File: src/rtl/cp0_regs_if.sv
// WB-stage <-> CP0 interface: exception/eret/mtc0 requests in, read data
// and exception-state outputs back to the pipeline.
interface cp0_regs_if;
    logic        wb_ex;
    logic        wb_bd;
    logic [4:0]  wb_excode;
    logic [31:0] wb_pc;
    logic [31:0] wb_badvaddr;
    logic        eret_flush;
    logic [5:0]  ext_int_in;
    logic [7:0]  cp0_addr;
    logic        mtc0_we;
    logic [31:0] cp0_wdata;
    logic [31:0] cp0_rdata;
    logic [31:0] cp0_epc;
    logic [31:0] cp0_status;
    logic [31:0] cp0_cause;
    logic        int_req;

    modport master (
        output wb_ex, wb_bd, wb_excode, wb_pc, wb_badvaddr, eret_flush,
               ext_int_in, cp0_addr, mtc0_we, cp0_wdata,
        input  cp0_rdata, cp0_epc, cp0_status, cp0_cause, int_req
    );

    modport slave (
        input  wb_ex, wb_bd, wb_excode, wb_pc, wb_badvaddr, eret_flush,
               ext_int_in, cp0_addr, mtc0_we, cp0_wdata,
        output cp0_rdata, cp0_epc, cp0_status, cp0_cause, int_req
    );
endinterface

File: src/rtl/cp0_regs.sv
// Coprocessor-0 register file: BadVAddr, Count, Compare, Status, Cause, EPC,
// plus exception/eret state tracking and interrupt request generation.
module cp0_regs #(
    parameter int CNT_DIV = 2
) (
    input  logic        clk,
    input  logic        reset,
    cp0_regs_if.slave   bus
);
    localparam logic [7:0] ADDR_BADVADDR = 8'h40;
    localparam logic [7:0] ADDR_COUNT    = 8'h48;
    localparam logic [7:0] ADDR_COMPARE  = 8'h58;
    localparam logic [7:0] ADDR_STATUS   = 8'h60;
    localparam logic [7:0] ADDR_CAUSE    = 8'h68;
    localparam logic [7:0] ADDR_EPC      = 8'h70;

    logic [7:0]  status_im;
    logic        status_exl;
    logic        status_ie;
    logic        cause_bd;
    logic        cause_ti;
    logic [7:2]  cause_ip_hw;
    logic [1:0]  cause_ip_sw;
    logic [4:0]  cause_exccode;
    logic [31:0] epc;
    logic [31:0] badvaddr;
    logic [31:0] count;
    logic [31:0] compare;
    logic        tick_q;
    logic        tick;

    logic [31:0] status_word;
    logic [31:0] cause_word;
    logic        wr_status;
    logic        wr_cause;
    logic        wr_epc;
    logic        wr_count;
    logic        wr_compare;

    // An exception commit in the same cycle drops mtc0 writes to Status/Cause/EPC.
    assign wr_status  = bus.mtc0_we && (bus.cp0_addr == ADDR_STATUS) && !bus.wb_ex;
    assign wr_cause   = bus.mtc0_we && (bus.cp0_addr == ADDR_CAUSE)  && !bus.wb_ex;
    assign wr_epc     = bus.mtc0_we && (bus.cp0_addr == ADDR_EPC)    && !bus.wb_ex;
    assign wr_count   = bus.mtc0_we && (bus.cp0_addr == ADDR_COUNT);
    assign wr_compare = bus.mtc0_we && (bus.cp0_addr == ADDR_COMPARE);

    assign tick = (CNT_DIV == 1) ? 1'b1 : tick_q;

    always_ff @(posedge clk or posedge reset) begin
        if (reset) begin
            status_im  <= 8'h00;
            status_exl <= 1'b0;
            status_ie  <= 1'b0;
        end else if (bus.wb_ex) begin
            status_exl <= 1'b1;
        end else if (wr_status) begin
            status_im  <= bus.cp0_wdata[15:8];
            status_ie  <= bus.cp0_wdata[0];
            status_exl <= bus.eret_flush ? 1'b0 : bus.cp0_wdata[1];
        end else if (bus.eret_flush) begin
            status_exl <= 1'b0;
        end
    end

    // BD and EPC only capture the first exception; nested ones keep the original return point.
    always_ff @(posedge clk or posedge reset) begin
        if (reset) begin
            cause_bd      <= 1'b0;
            cause_ip_hw   <= 6'h00;
            cause_ip_sw   <= 2'b00;
            cause_exccode <= 5'h00;
            epc           <= 32'h0;
            badvaddr      <= 32'h0;
        end else begin
            cause_ip_hw <= {bus.ext_int_in[5] | cause_ti, bus.ext_int_in[4:0]};
            if (bus.wb_ex) begin
                cause_exccode <= bus.wb_excode;
                if (!status_exl) begin
                    cause_bd <= bus.wb_bd;
                    epc      <= bus.wb_bd ? (bus.wb_pc - 32'd4) : bus.wb_pc;
                end
                if (bus.wb_excode == 5'h04 || bus.wb_excode == 5'h05)
                    badvaddr <= bus.wb_badvaddr;
            end else begin
                if (wr_cause)
                    cause_ip_sw <= bus.cp0_wdata[9:8];
                if (wr_epc)
                    epc <= bus.cp0_wdata;
            end
        end
    end

    always_ff @(posedge clk or posedge reset) begin
        if (reset) begin
            tick_q   <= 1'b0;
            count    <= 32'h0;
            compare  <= 32'h0;
            cause_ti <= 1'b0;
        end else begin
            tick_q <= (CNT_DIV == 1) ? 1'b1 : ~tick_q;
            if (wr_count)
                count <= bus.cp0_wdata;
            else if (tick)
                count <= count + 32'd1;
            if (wr_compare) begin
                compare  <= bus.cp0_wdata;
                cause_ti <= 1'b0;
            end else if (count == compare) begin
                cause_ti <= 1'b1;
            end
        end
    end

    assign status_word = {9'b0, 1'b1, 6'b0, status_im, 6'b0, status_exl, status_ie};
    assign cause_word  = {cause_bd, cause_ti, 14'b0, cause_ip_hw, cause_ip_sw,
                          1'b0, cause_exccode, 2'b00};

    always_comb begin
        bus.cp0_rdata = 32'h0;
        case (bus.cp0_addr)
            ADDR_BADVADDR: bus.cp0_rdata = badvaddr;
            ADDR_COUNT:    bus.cp0_rdata = count;
            ADDR_COMPARE:  bus.cp0_rdata = compare;
            ADDR_STATUS:   bus.cp0_rdata = status_word;
            ADDR_CAUSE:    bus.cp0_rdata = cause_word;
            ADDR_EPC:      bus.cp0_rdata = epc;
            default:       bus.cp0_rdata = 32'h0;
        endcase
    end

    assign bus.cp0_epc    = epc;
    assign bus.cp0_status = status_word;
    assign bus.cp0_cause  = cause_word;
    assign bus.int_req    = (|({cause_ip_hw, cause_ip_sw} & status_im))
                            & status_ie & ~status_exl;
endmodule

File: src/flat_wrapper.sv
// flat-port wrapper written by rule: the top's interface ports become plain ports
module cp0_regs_flat 
#(
    parameter int CNT_DIV = 2
)
  (clk, reset, bus_wb_ex, bus_wb_bd, bus_wb_excode, bus_wb_pc, bus_wb_badvaddr, bus_eret_flush, bus_ext_int_in, bus_cp0_addr, bus_mtc0_we, bus_cp0_wdata, bus_cp0_rdata, bus_cp0_epc, bus_cp0_status, bus_cp0_cause, bus_int_req);
  cp0_regs_if bus_i ();
  input  logic clk;
  input  logic reset;
  input wire logic [$bits(bus_i.wb_ex)-1:0] bus_wb_ex;
  input wire logic [$bits(bus_i.wb_bd)-1:0] bus_wb_bd;
  input wire logic [$bits(bus_i.wb_excode)-1:0] bus_wb_excode;
  input wire logic [$bits(bus_i.wb_pc)-1:0] bus_wb_pc;
  input wire logic [$bits(bus_i.wb_badvaddr)-1:0] bus_wb_badvaddr;
  input wire logic [$bits(bus_i.eret_flush)-1:0] bus_eret_flush;
  input wire logic [$bits(bus_i.ext_int_in)-1:0] bus_ext_int_in;
  input wire logic [$bits(bus_i.cp0_addr)-1:0] bus_cp0_addr;
  input wire logic [$bits(bus_i.mtc0_we)-1:0] bus_mtc0_we;
  input wire logic [$bits(bus_i.cp0_wdata)-1:0] bus_cp0_wdata;
  output wire logic [$bits(bus_i.cp0_rdata)-1:0] bus_cp0_rdata;
  output wire logic [$bits(bus_i.cp0_epc)-1:0] bus_cp0_epc;
  output wire logic [$bits(bus_i.cp0_status)-1:0] bus_cp0_status;
  output wire logic [$bits(bus_i.cp0_cause)-1:0] bus_cp0_cause;
  output wire logic [$bits(bus_i.int_req)-1:0] bus_int_req;
  assign bus_i.wb_ex = bus_wb_ex;
  assign bus_i.wb_bd = bus_wb_bd;
  assign bus_i.wb_excode = bus_wb_excode;
  assign bus_i.wb_pc = bus_wb_pc;
  assign bus_i.wb_badvaddr = bus_wb_badvaddr;
  assign bus_i.eret_flush = bus_eret_flush;
  assign bus_i.ext_int_in = bus_ext_int_in;
  assign bus_i.cp0_addr = bus_cp0_addr;
  assign bus_i.mtc0_we = bus_mtc0_we;
  assign bus_i.cp0_wdata = bus_cp0_wdata;
  assign bus_cp0_rdata = bus_i.cp0_rdata;
  assign bus_cp0_epc = bus_i.cp0_epc;
  assign bus_cp0_status = bus_i.cp0_status;
  assign bus_cp0_cause = bus_i.cp0_cause;
  assign bus_int_req = bus_i.int_req;
  cp0_regs #(.CNT_DIV(CNT_DIV)) u_core (.clk(clk), .reset(reset), .bus(bus_i));
endmodule
File: config.mk
export PLATFORM = sky130hd
export DESIGN_NAME = cp0_regs_flat
export DESIGN_NICKNAME = d
export VERILOG_FILES = /design/src/rtl/cp0_regs_if.sv /design/src/rtl/cp0_regs.sv /design/src/flat_wrapper.sv
export SDC_FILE = /design/constraint.sdc
export NUM_CORES = 1
export LEC_CHECK = 0
export ABC_AREA = 1
export ABC_CLOCK_PERIOD_IN_PS = 9700
export CAP_MARGIN = 20
export CORE_ASPECT_RATIO = 0.5
export CORE_UTILIZATION = 48
export DETAILED_ROUTE_END_ITERATION = 6
export PLACE_DENSITY = 0.78
export SYNTH_ARGS = -nofsm -noshare
export SYNTH_HDL_FRONTEND = slang
export SYNTH_SLANG_ARGS = --single-unit
File: constraint.sdc
create_clock -name clk -period 9.7 [get_ports clk]
set_clock_uncertainty 0.15 [all_clocks]
set_input_delay 1.94 -clock clk [delete_from_list [all_inputs] [get_ports clk]]
set_output_delay 1.94 -clock clk [all_outputs]
set_load 0.03 [all_outputs]
Word-level counts from Yosys, hierarchy flattened
Cells that the tools add are included.

word-level totals
  register bits after elaboration = 154
  output and inout bits = 129

cells by class
  add/subtract/negate cells = 2
  equal/unequal tests = 10
  multiplexer cells = 13
  bitwise logic cells = 7
  reduce and logical (&&, ||, !) cells = 20

operator list
  kind                                                                   number
  32-bit two-way mux                                                     6
  32-bit case mux with 6 select lines                                    1
  8-bit by 7-bit == test with 1-bit output (second input constant)       6
  32-bit by 1-bit adder with 32-bit output (second input constant)       1
  32-bit == test                                                         1
  32-bit by 3-bit subtractor with 32-bit output (second input constant)  1
  5-bit by 3-bit == test with 1-bit output (second input constant)       2
  2-bit AND reduction                                                    5
  8-bit bitwise AND                                                      1
  1-bit logical AND                                                      8
  8-bit OR reduction                                                     1
  1-bit two-way mux                                                      6
  2-bit nonzero test                                                     3
  1-bit NOT                                                              3
  3-bit nonzero test                                                     1
  1-bit bitwise AND                                                      2
  2-bit inequality test (second input constant)                          1
  1-bit zero test                                                        1
  1-bit logical OR                                                       1
  1-bit OR                                                               1

Logic depth before layout (Yosys ltp)
  depth in word-level cells = 5
  depth in mapped cells = 12
  mapped depth without buffers = 12

Least setup slack after synthesis
Ideal clock, no wire load.

  path type = input to output
  start point = input bus_cp0_addr[0]
  end point = output bus_cp0_rdata[16]
  data arrival time = 3.151 ns
  required time = 7.610 ns
  setup slack = 4.459 ns
  cell stages on the path = 6
  buffers on the path = 1
  cells stage by stage = inv_1 nand2_1 nor3_4 nand2_1 clkbuf_1 o2111ai_1

between the ends
  word-level cells in the longest chain between the ends = 2
  elaborated cells between the ends (all ways) = 7
  those cells by class = eq/ne (6); mux (1)

RTL lines
  element                                   line                source
  start, declared                           flat_wrapper.sv:17  input wire logic [$bits(bus_i.cp0_addr)-1:0] bus_cp0_addr;
  8-bit by 7-bit == test with 1-bit output  cp0_regs.sv:120     case (bus.cp0_addr)
  32-bit case mux with 6 select lines (*)   cp0_regs.sv:120
  end, declared                             flat_wrapper.sv:20  output wire logic [$bits(bus_i.cp0_rdata)-1:0] bus_cp0_rdata;

Mark *: on every way between the ends. The rest lies on a longest branch, timed or not.

Final worst setup path
  start point = input bus_cp0_addr[4]
  end point = output bus_cp0_rdata[14]

The elaborated chain is that of the path after synthesis.

==> results_dict.tcl <==
set metrics [dict create \
    status "finished with violations" \
    violations "design-rule violations" \
    ys_warn_count 0 \
    maxSlewViolCount 0 \
    synth_edf_count 0 \
    overflow 0 \
    avgSynthCellArea_um2 6.74 \
    power_density_mw_per_mm2 161 \
    syn_to_final_growth_pct 25.9 \
    io_buffers 210 \
    start_util_pct 50.3 \
    place_hpwl_mm 31.2 \
    ys_types 36 \
    yosysSeqAreaShare_pct 38.4 \
    hp-start "u_core.badvaddr[22]" \
    vias 10564 \
    required_ps 7610 \
    r2r_cells 9 \
    worst_pin_slew_ps 1040 \
    synth_ff_type "dfrtp_1" \
    arrival_ps 4870 \
    antenna_found_initial 0 \
    layout-drive-gt1-share_pct 4.62 \
    die_w_um 206 \
    grt_setup_unrepaired "false" \
    hold_viol_final 0 \
    routed_wl_mm 39.9 \
    cts_resized 0 \
    fp-row-count 36 \
    grtUsageTotal_pct 37.5 \
    drtIter0Drc 1354 \
    r2r_slack_ps 7680 \
    dp.cells 1902 \
    clk_pin_slew_worst_paths_ps 60 \
    finalCriticalPeriod_ps 6960 \
    grt_first_pass_wirelength_mm 58.7 \
    setup_viol 0 \
    worstHoldPathCells 1 \
    fin_cells 1933 \
    root_buffer "clkbuf_16" \
    worst_hold_path.endpoint "u_core.badvaddr[22]" \
    via_per_inst 5.47 \
    cts_hold_buf 0 \
    num-fill-cells 1812 \
    r2r-start "u_core.count[0]" \
    grt_pass1_vias 9590 \
    netlist_area_mm2 0.0100 \
    cts_tree "done" \
    wire_per_inst_um 20.6 \
    gp_congestion 1.04 \
    nets 1779 \
    cts_buffers 17 \
    worst-path-max-fanout 24 \
    syn-instance-count 1489 \
    ys_ff_latch 154 \
    ir_drop_mv 0.0865 \
    clock_path_buffers 2 \
    r2r_end "u_core.count[20]" \
    firstDrtPassIters 7 \
    ys_async_sr_fraction_pct 100 \
    critical_path_class "input pin to output port" \
    cap_violations 0 \
    clk_latency_ps 450 \
    dieArea_mm2 0.0215 \
    hp-class "flip-flop to flip-flop" \
    grt_max_degree 101 \
    drc 5 \
    clock-sinks 154 \
    fmax_mhz 144 \
    setup-tns-final_ps 0 \
    ios 250 \
    ant_nets 0 \
    htree_levels 4 \
    placeableCoreArea_mm2 0.0200 \
    die_h_um 104 \
    setup.worst_path.end_class "output port" \
    timing.final.crit_share_pct 71.7 \
    cts_setup_buffers 0 \
    n_antenna_cell 0 \
    p_leak_uw 0.00598 \
    slew_headroom_pct 30.5 \
    start_kind "input pin" \
]
[per-stage QoR]
stage	total power [uW]	instance area [um^2]	setup slack [ps]	hold WS, ps	utilization, %
after global placement	1320	12000	2850	336	60.3
after global routing	2100	12600	2550	376	63.3
after detailed placement	1330	12000	2820	343	60.3
after CTS	2010	12600	2800	357	63.2
after floorplan	1110	10200	3460	314	-
final	2030	12600	2740	360	63.3
[how the worst max path moves through the flow]
stage                               start            endpoint  slack, ps  cells after the start
after floorplan                     reset  u_core.badvaddr[0]       3460                      1
after global placement    bus_cp0_addr[4]    bus_cp0_rdata[4]       2850                     10
after detailed placement  bus_cp0_addr[3]    bus_cp0_rdata[8]       2820                     10
after CTS                 bus_cp0_addr[3]    bus_cp0_rdata[8]       2800                     10
after global routing      bus_cp0_addr[3]   bus_cp0_rdata[22]       2550                     10
final                     bus_cp0_addr[4]   bus_cp0_rdata[14]       2740                     10
[critical path, stage by stage]
cell,delay [ps]
clkdlybuf4s50_1,520
inv_1,70
nor3_1,290
nand2_1,320
inv_2,490
nand2_1,90
o21ai_0,210
nor2_1,110
nand3_1,130
clkdlybuf4s50_1,690
[routing by layer]
metal	up-vias	global-route usage [%]	share of wire, %
met3	52	16.9	14
met1	4997	54.4	44
met5	-	4.76	0.33
met2	576	49.7	40
li1	4937	-	-
met4	2	7.56	1.4
[cells in the mapped netlist, types with 14 or more instances]
| cell type | count | share of area, % |
|---|---|---|
| nand2_1 | 480 | 18 |
| inv_1 | 181 | 6.8 |
| dfrtp_1 | 154 | 38 |
| nor2_1 | 151 | 5.6 |
| nand3_1 | 95 | 4.7 |
| o21ai_0 | 75 | 3.7 |
| a21oi_1 | 54 | 2.7 |
| buf_4 | 47 | 3.5 |
| o21ai_1 | 32 | 1.6 |
| buf_2 | 31 | 1.5 |
| xnor2_1 | 30 | 2.6 |
| clkbuf_1 | 19 | 0.71 |
| xor2_1 | 17 | 1.5 |
| nand4_1 | 16 | 1.0 |
| o2111ai_1 | 14 | 1.2 |
[placed cells by master, fill, tap and decap left out, drive strengths merged]
cell           synthesis  layout
a21oi                 54      54
a31oi                  3       3
and3                   1       1
buf                   80       4
bufinv                 0       3
clkbuf                22      19
clkdlybuf4s50          0     209
clkinv                 2       7
clkinvlp               0       2
conb                   2      39
dfrtp                154     154
ha                     2       2
inv                  192     193
mux2                  11      11
nand2                487     487
nand3                 97      97
nand3b                 5       5
nand4                 16      16
nor2                 160     160
nor3                  15      15
o2111ai               14      14
o211ai                 5       5
o21ai                107     107
o21bai                 2       2
o22ai                 10      10
or2                    1       1
xnor2                 30      30
xor2                  17      17
[state kept, by name, summed over array words and instances (netlist names)]
signal / cells
u_core.badvaddr: 32
u_core.bus.cp0_epc: 32
u_core.compare: 32
u_core.count: 32
u_core.status_im: 8
u_core.cause_ip_hw: 6
u_core.cause_exccode: 5
u_core.cause_ip_sw: 2
u_core.cause_bd: 1
u_core.cause_ti: 1
u_core.status_exl: 1
u_core.status_ie: 1
u_core.tick: 1
[final cells by class]
class / count / area [um^2] / share of cell area (%)
clock buffer: 19 / 443 / 3.51
clock inverter: 11 / 146 / 1.16
inverter: 194 / 733 / 5.80
multi-input combinational: 1076 / 4990 / 39.5
sequential: 154 / 3850 / 30.5
tap: 266 / 333 / 2.63
timing repair buffer: 213 / 2130 / 16.9
[kinds of logic (layout without fill, tap and decap cells)]
| logic type | count (synthesis) | after routing | synth area share, % |
|---|---|---|---|
| DFF | 154 | 154 | 38.4 |
| adders and majority gates | 2 | 2 | 0.249 |
| and+or+nand+nor | 782 | 782 | 32.1 |
| AOI/OAI and AO/OA | 195 | 195 | 10.6 |
| other | 2 | 39 | 0.0748 |
| buffers and inverters | 296 | 437 | 13.3 |
| xor gates and xnor gates | 47 | 47 | 4.10 |
| muxes | 11 | 11 | 1.23 |
[where the power goes]
group          switching (uW)  total (uW)  leakage, uW  internal [uW]
combinational             301         492      0.00383            190
sequential                116         848      0.00187            732
clock                     280         688     0.000285            408
total                     698        2030      0.00598           1330
Power figures use the tool's default switching activity.
